## src/rtl/multicycle_ctrl.sv

```systemverilog
// Multi-cycle FETCH/DECODE/EXEC/MEM/WB sequencer with a shared memory port for a MIPS-subset core.
// Optional performance counters are built when MULTICYCLE_CTRL_PERFCNT_EN is defined.
module multicycle_ctrl #(
    parameter int ACK_TIMEOUT = 0,
    parameter int TO_W        = 8
) (
    input  logic        clk,
    input  logic        reset,
    input  logic [5:0]  opcode,
    input  logic [5:0]  funct,
    input  logic        zero,
    input  logic        memAck,
    output logic        memReq,
    output logic        memWe,
    output logic        memAddrSel,
    output logic        irWe,
    output logic        pcWe,
    output logic [1:0]  pcSrcCtrl,
    output logic        abWe,
    output logic        aluOutWe,
    output logic        mdrWe,
    output logic        regWe,
    output logic [1:0]  regDInCtrl,
    output logic [2:0]  state,
    output logic        halted,
    output logic [1:0]  haltCause,
    output logic [31:0] cycleCount,
    output logic [31:0] instrCount
);

    typedef enum logic [2:0] {
        S_FETCH  = 3'd0,
        S_DECODE = 3'd1,
        S_EXEC   = 3'd2,
        S_MEM    = 3'd3,
        S_WB     = 3'd4,
        S_HALT   = 3'd7
    } state_t;

    localparam logic [5:0] OP_RTYPE = 6'h00;
    localparam logic [5:0] OP_J     = 6'h02;
    localparam logic [5:0] OP_JAL   = 6'h03;
    localparam logic [5:0] OP_BEQ   = 6'h04;
    localparam logic [5:0] OP_BNE   = 6'h05;
    localparam logic [5:0] OP_ADDI  = 6'h08;
    localparam logic [5:0] OP_XORI  = 6'h0e;
    localparam logic [5:0] OP_LW    = 6'h23;
    localparam logic [5:0] OP_SW    = 6'h2b;

    localparam logic [5:0] FN_JR    = 6'h08;
    localparam logic [5:0] FN_ADD   = 6'h20;
    localparam logic [5:0] FN_SUB   = 6'h22;
    localparam logic [5:0] FN_SLT   = 6'h2a;

    localparam logic [1:0] CAUSE_NONE    = 2'd0;
    localparam logic [1:0] CAUSE_ILLEGAL = 2'd1;
    localparam logic [1:0] CAUSE_TIMEOUT = 2'd2;

    localparam bit              WD_EN   = (ACK_TIMEOUT > 0);
    localparam logic [TO_W-1:0] WD_LAST = WD_EN ? TO_W'(ACK_TIMEOUT - 1) : '0;

    state_t          state_q, state_d;
    logic [1:0]      cause_q, cause_d;
    logic [TO_W-1:0] wd_q;
    logic            wd_expire;

    // Instruction class decode from the (stable) instruction register fields.
    logic is_lw, is_sw, is_j, is_jal, is_jr, is_beq, is_bne, is_imm, is_ralu, legal;

    always_comb begin
        is_lw   = (opcode == OP_LW);
        is_sw   = (opcode == OP_SW);
        is_j    = (opcode == OP_J);
        is_jal  = (opcode == OP_JAL);
        is_beq  = (opcode == OP_BEQ);
        is_bne  = (opcode == OP_BNE);
        is_imm  = (opcode == OP_ADDI) || (opcode == OP_XORI);
        is_jr   = (opcode == OP_RTYPE) && (funct == FN_JR);
        is_ralu = (opcode == OP_RTYPE) &&
                  ((funct == FN_ADD) || (funct == FN_SUB) || (funct == FN_SLT));
        legal   = is_lw || is_sw || is_j || is_jal || is_beq || is_bne ||
                  is_imm || is_jr || is_ralu;
    end

    // Memory handshake: memReq/memWe/memAddrSel depend only on state (and the
    // held instruction), so they stay stable until memAck. memAck is honoured
    // only while memReq=1 and may arrive in the same cycle as the request;
    // in every other state it is ignored.
    logic       req_c, we_c, asel_c, ir_c, pc_c, ab_c, ao_c, mdr_c, rw_c;
    logic [1:0] pcs_c, rdc_c;

    assign wd_expire = WD_EN && (wd_q == WD_LAST);

    always_comb begin
        state_d = state_q;
        cause_d = CAUSE_NONE;
        req_c   = 1'b0;
        we_c    = 1'b0;
        asel_c  = 1'b0;
        ir_c    = 1'b0;
        pc_c    = 1'b0;
        pcs_c   = 2'd0;
        ab_c    = 1'b0;
        ao_c    = 1'b0;
        mdr_c   = 1'b0;
        rw_c    = 1'b0;
        rdc_c   = 2'd0;
        case (state_q)
            S_FETCH: begin
                req_c = 1'b1;
                if (memAck) begin
                    ir_c    = 1'b1;
                    pc_c    = 1'b1;
                    state_d = S_DECODE;
                end else if (wd_expire) begin
                    cause_d = CAUSE_TIMEOUT;
                    state_d = S_HALT;
                end
            end
            S_DECODE: begin
                ab_c = 1'b1;
                if (legal) begin
                    state_d = S_EXEC;
                end else begin
                    cause_d = CAUSE_ILLEGAL;
                    state_d = S_HALT;
                end
            end
            S_EXEC: begin
                ao_c    = 1'b1;
                state_d = S_FETCH;
                if (is_j || is_jal) begin
                    pc_c  = 1'b1;
                    pcs_c = 2'd1;
                    if (is_jal) begin
                        rw_c  = 1'b1;
                        rdc_c = 2'd2;
                    end
                end else if (is_jr) begin
                    pc_c  = 1'b1;
                    pcs_c = 2'd2;
                end else if (is_beq || is_bne) begin
                    pcs_c = 2'd3;
                    pc_c  = is_beq ? zero : !zero;
                end else if (is_lw || is_sw) begin
                    state_d = S_MEM;
                end else if (is_ralu || is_imm) begin
                    state_d = S_WB;
                end
            end
            S_MEM: begin
                req_c  = 1'b1;
                asel_c = 1'b1;
                we_c   = is_sw;
                if (memAck) begin
                    if (is_sw) begin
                        state_d = S_FETCH;
                    end else begin
                        mdr_c   = 1'b1;
                        state_d = S_WB;
                    end
                end else if (wd_expire) begin
                    cause_d = CAUSE_TIMEOUT;
                    state_d = S_HALT;
                end
            end
            S_WB: begin
                rw_c    = 1'b1;
                rdc_c   = is_lw ? 2'd1 : 2'd0;
                state_d = S_FETCH;
            end
            S_HALT: begin
                state_d = S_HALT;
            end
            default: begin
                state_d = S_FETCH;
            end
        endcase
    end

    always_ff @(posedge clk) begin
        if (reset) begin
            state_q <= S_FETCH;
            cause_q <= CAUSE_NONE;
            wd_q    <= '0;
        end else begin
            state_q <= state_d;
            if ((state_d == S_HALT) && (state_q != S_HALT)) begin
                cause_q <= cause_d;
            end
            // Counter restarts for each new FETCH/MEM request.
            if (!WD_EN) begin
                wd_q <= '0;
            end else if ((state_d != state_q) &&
                         ((state_d == S_FETCH) || (state_d == S_MEM))) begin
                wd_q <= '0;
            end else if (req_c && !memAck) begin
                wd_q <= wd_q + 1'b1;
            end
        end
    end

`ifdef MULTICYCLE_CTRL_PERFCNT_EN
    logic [31:0] cyc_q, ins_q;

    always_ff @(posedge clk) begin
        if (reset) begin
            cyc_q <= '0;
            ins_q <= '0;
        end else begin
            if (state_q != S_HALT) begin
                cyc_q <= cyc_q + 32'd1;
            end
            if ((state_d == S_FETCH) &&
                (state_q inside {S_DECODE, S_EXEC, S_MEM, S_WB})) begin
                ins_q <= ins_q + 32'd1;
            end
        end
    end

    assign cycleCount = cyc_q;
    assign instrCount = ins_q;
`else
    assign cycleCount = 32'd0;
    assign instrCount = 32'd0;
`endif

    // Everything is forced quiet while reset is held, dropping any pending request.
    assign memReq     = req_c  & ~reset;
    assign memWe      = we_c   & ~reset;
    assign memAddrSel = asel_c & ~reset;
    assign irWe       = ir_c   & ~reset;
    assign pcWe       = pc_c   & ~reset;
    assign pcSrcCtrl  = reset ? 2'd0 : pcs_c;
    assign abWe       = ab_c   & ~reset;
    assign aluOutWe   = ao_c   & ~reset;
    assign mdrWe      = mdr_c  & ~reset;
    assign regWe      = rw_c   & ~reset;
    assign regDInCtrl = reset ? 2'd0 : rdc_c;
    assign state      = reset ? 3'd0 : state_q;
    assign halted     = !reset && (state_q == S_HALT);
    assign haltCause  = reset ? CAUSE_NONE : cause_q;

endmodule

```

## config.mk

```make
export PLATFORM = sky130hd
export DESIGN_NAME = multicycle_ctrl
export DESIGN_NICKNAME = d
export VERILOG_FILES = /design/src/rtl/multicycle_ctrl.sv
export SDC_FILE = /design/constraint.sdc
export NUM_CORES = 1
export LEC_CHECK = 0
export BUFFER_PORTS_ARGS = -buffer_cell sky130_fd_sc_hd__buf_2
export CAP_MARGIN = 30
export CORE_UTILIZATION = 30
export DETAILED_ROUTE_END_ITERATION = 6
export GPL_TIMING_DRIVEN = 0
export PLACE_DENSITY = 0.67
export REMOVE_ABC_BUFFERS = 1
export SYNTH_ARGS = -nofsm -noshare
export SYNTH_HDL_FRONTEND = slang
export SYNTH_SLANG_ARGS = --single-unit
```

## constraint.sdc

```tcl
create_clock -name clk -period 3.9 [get_ports clk]
set_input_delay 0.39 -clock clk [delete_from_list [all_inputs] [get_ports clk]]
set_output_delay 0.39 -clock clk [all_outputs]
set_load 0.02 [all_outputs]
```

==> results by group <==
Timing
  – Final hold vios: 0
  – Fmax: 0.453 GHz
  – Final Max Slew Viols: 0
  – Fin crit period: 2.21 ns
  – Final worst slack: 1.69 ns
  – Setup violators final: 0
  – Period utilization: 56.6%
  – RSZ-0062 raised after global routing: no
  – Clk_skew: 0.00131 ns
  – Worst hold margin: 0.455 ns
  – Setup TNS: 0 ns

Setup path
  – CP delay by family, top: simple AND/OR/NAND/NOR gates
  – Crit end category: output port
  – Critical Path AT: 1.82 ns
  – CP Buf/Inv Count: 1
  – Crit Path Class: reg2out
  – Worst path cell trace: nand2_1 -> or4_4 -> nor3_2 -> buf_2
  – Register-to-Register Setup Slack: 2.57 ns
  – WP data required: 3.51 ns
  – CP max-delay cell: dfxtp_1
  – Startpoint Class: register
  – Slowest stage delay, CP: 0.55 ns
  – Crit-path max FO: 12

Clock tree
  – Clk sinks: 4
  – Deepest clock path buffer count: 2
  – CTS Hold Bufs: 0
  – CTS clock-pin slew for the worst setup and hold paths: 0.04 ns
  – Setup bufs post-CTS: 0
  – Root Driver: clkbuf_4
  – Cts bufs inserted: 3
  – CTS tree: yes
  – H-tree depth: 1
  – Clk_lat worst skew: 0.24 ns
  – PostCTS Resize Cnt: 0

Synth
  – Synth warnings: 0
  – Synth cell types: 41
  – Syn Area/Cell: 7.26 sq um
  – Post-synth design cell area: 1080 sq um
  – Yosys reg bits: 4
  – Register area share after synthesis: 7.40%
  – Syn Inst Count: 149

Global routing
  – Number of global-route vias before repair: 650
  – Antenna violations before repair: 0
  – Pin count of the biggest net entering global routing: 14
  – GRT overflow: 0
  – Total GRT Usage: 9.76%
  – First-pass GRT wire length: 2.74 mm

Run status
  – Status: finished clean

Drt
  – # DRC: 0
  – DR iter-0 viols: 6
  – WL final: 1.94 mm
  – Vias per std cell: 3.84
  – Routed vias: 857
  – DRT antenna net count: 0
  – Pre-Repair DR Iteration Count: 4
  – WL/cell: 8.70 um

Final layout
  – Nets: 195
  – P&R area growth vs syn: -3.70%
  – Util after Layout: 30.7%
  – Share of cells above drive strength 1: 26.0%
  – Antenna cells: 0

Run
  – Max cap viols: 0

Die
  – Starting Density: 31.9%
  – Die W: 62.1 um
  – Die Area: 3850 sq um
  – Core area: 3390 sq um
  – Row count: 21
  – Die Ht: 62.1 um
  – IO Count: 99

Power and ir drop
  – Leakage: 0.000580 uW
  – Tot Pwr: 251 uW
  – Power Dens Cells: 241 nW/um^2
  – Max VDD drop: 0.0585 mV

Place
  – DP Wirelength: 1.60 mm
  – GPL Wtd Cong: 0.807
  – Buffers added on ports: 33
  – Worst slack, placed: 1.76 ns

Worst hold path
  – Worst hold path type: reg2reg
==> cell type report <==
class	count	area, sq um
fillers	398	2350
multi-input cells	132	698
repair buffers	33	165
flip-flops and latches	4	80.1
well taps	46	57.6
clock buffers	3	22.5
inverters	5	18.8
==> through the flow <==
stage / cells / cell area [sq um]
after global routing: 223 / 1040
after floorplan: 141 / 797
after global placement: 220 / 1020
after CTS: 223 / 1040
after detailed placement: 220 / 1020
final: 223 / 1040
==> cells by family (layout without fill, tap and decap cells) <==
kind of cell	Yosys count	in the layout	synth area share [%]
AND/OR/NAND/NOR	41	41	24.0
flip-flops	4	4	7.40
XOR/XNOR	4	4	3.24
buffers and inverters	77	41	50.3
other	1	65	0.346
AO/OA/AOI/OAI	20	20	12.6
multiplexers	2	2	2.08
==> placed cells by master, fill, tap and decap left out, types with 3 or more instances in the layout <==
cell type,n
conb_1,65
buf_2,33
nor2_1,10
a21oi_1,8
nand2_1,5
nor3_1,5
inv_1,4
dfxtp_1,4
xnor2_1,3
clkbuf_4,3
==> flip-flops by register name, summed over array words and instances (netlist names) <==
signal   flops
state_q      3
cause_q      1
==> worst register-to-register path, delay by kind of cell (launching register included) <==
kind | cells | cell delay, ns
compound gates | 3 | 0.69
flops | 1 | 0.58
==> path summary, 6_finish.rpt <==
| path | from | end | cells past startpoint |
|---|---|---|---|
| setup / recovery | state_q[1] | pcSrcCtrl[1] | 4 |
| setup reg to reg | state_q[0] | state_q[0] | 3 |
| hold / removal | cause_q[0] | cause_q[0] | 2 |
| hold reg to reg | cause_q[0] | cause_q[0] | 2 |
==> synth_stat cells (all sizes together) <==
master  number  share of area [%]
a2111o       1                1.0
a211o        1               0.81
a211oi       1               0.69
a21boi       1               0.69
a21o         2                1.4
a21oi        8                3.7
a311o        1                1.0
a31oi        2                1.2
and2         1               0.58
and2b        1               0.69
and3         1               0.58
and4         2                1.6
buf         70                 48
clkbuf       2               0.69
conb         1               0.35
dfxtp        4                7.4
inv          5                1.7
mux2         2                2.1
nand2        5                1.7
nand2b       2                1.2
nand4        2                1.2
nand4b       1               0.81
nor2        11                4.5
nor2b        1               0.58
nor3         7                4.2
nor3b        1               0.69
nor4         3                3.1
o211ai       1               0.69
o21bai       2                1.4
or2          1               0.58
or3          1                1.0
or4          1                1.0
xnor2        3                2.4
xor2         1               0.81
==> power breakdown <==
part           internal (uW)  total, uW  leakage (uW)  switching [uW]
logic                   34.3        140      0.000534             106
registers               46.8       59.9     0.0000329            13.1
clock network           34.4       51.8     0.0000138            17.3
==> layer usage <==
metal	share of wire, %	up-vias	wire length, um	track usage [%]
li1	-	422	-	-
met1	39	378	759	10.1
met2	46	53	899	16.7
met3	12	4	238	3.73
met4	2.2	0	42	5.71
met5	0	-	0	0
Note: power is estimated with default switching activity, not from simulation.
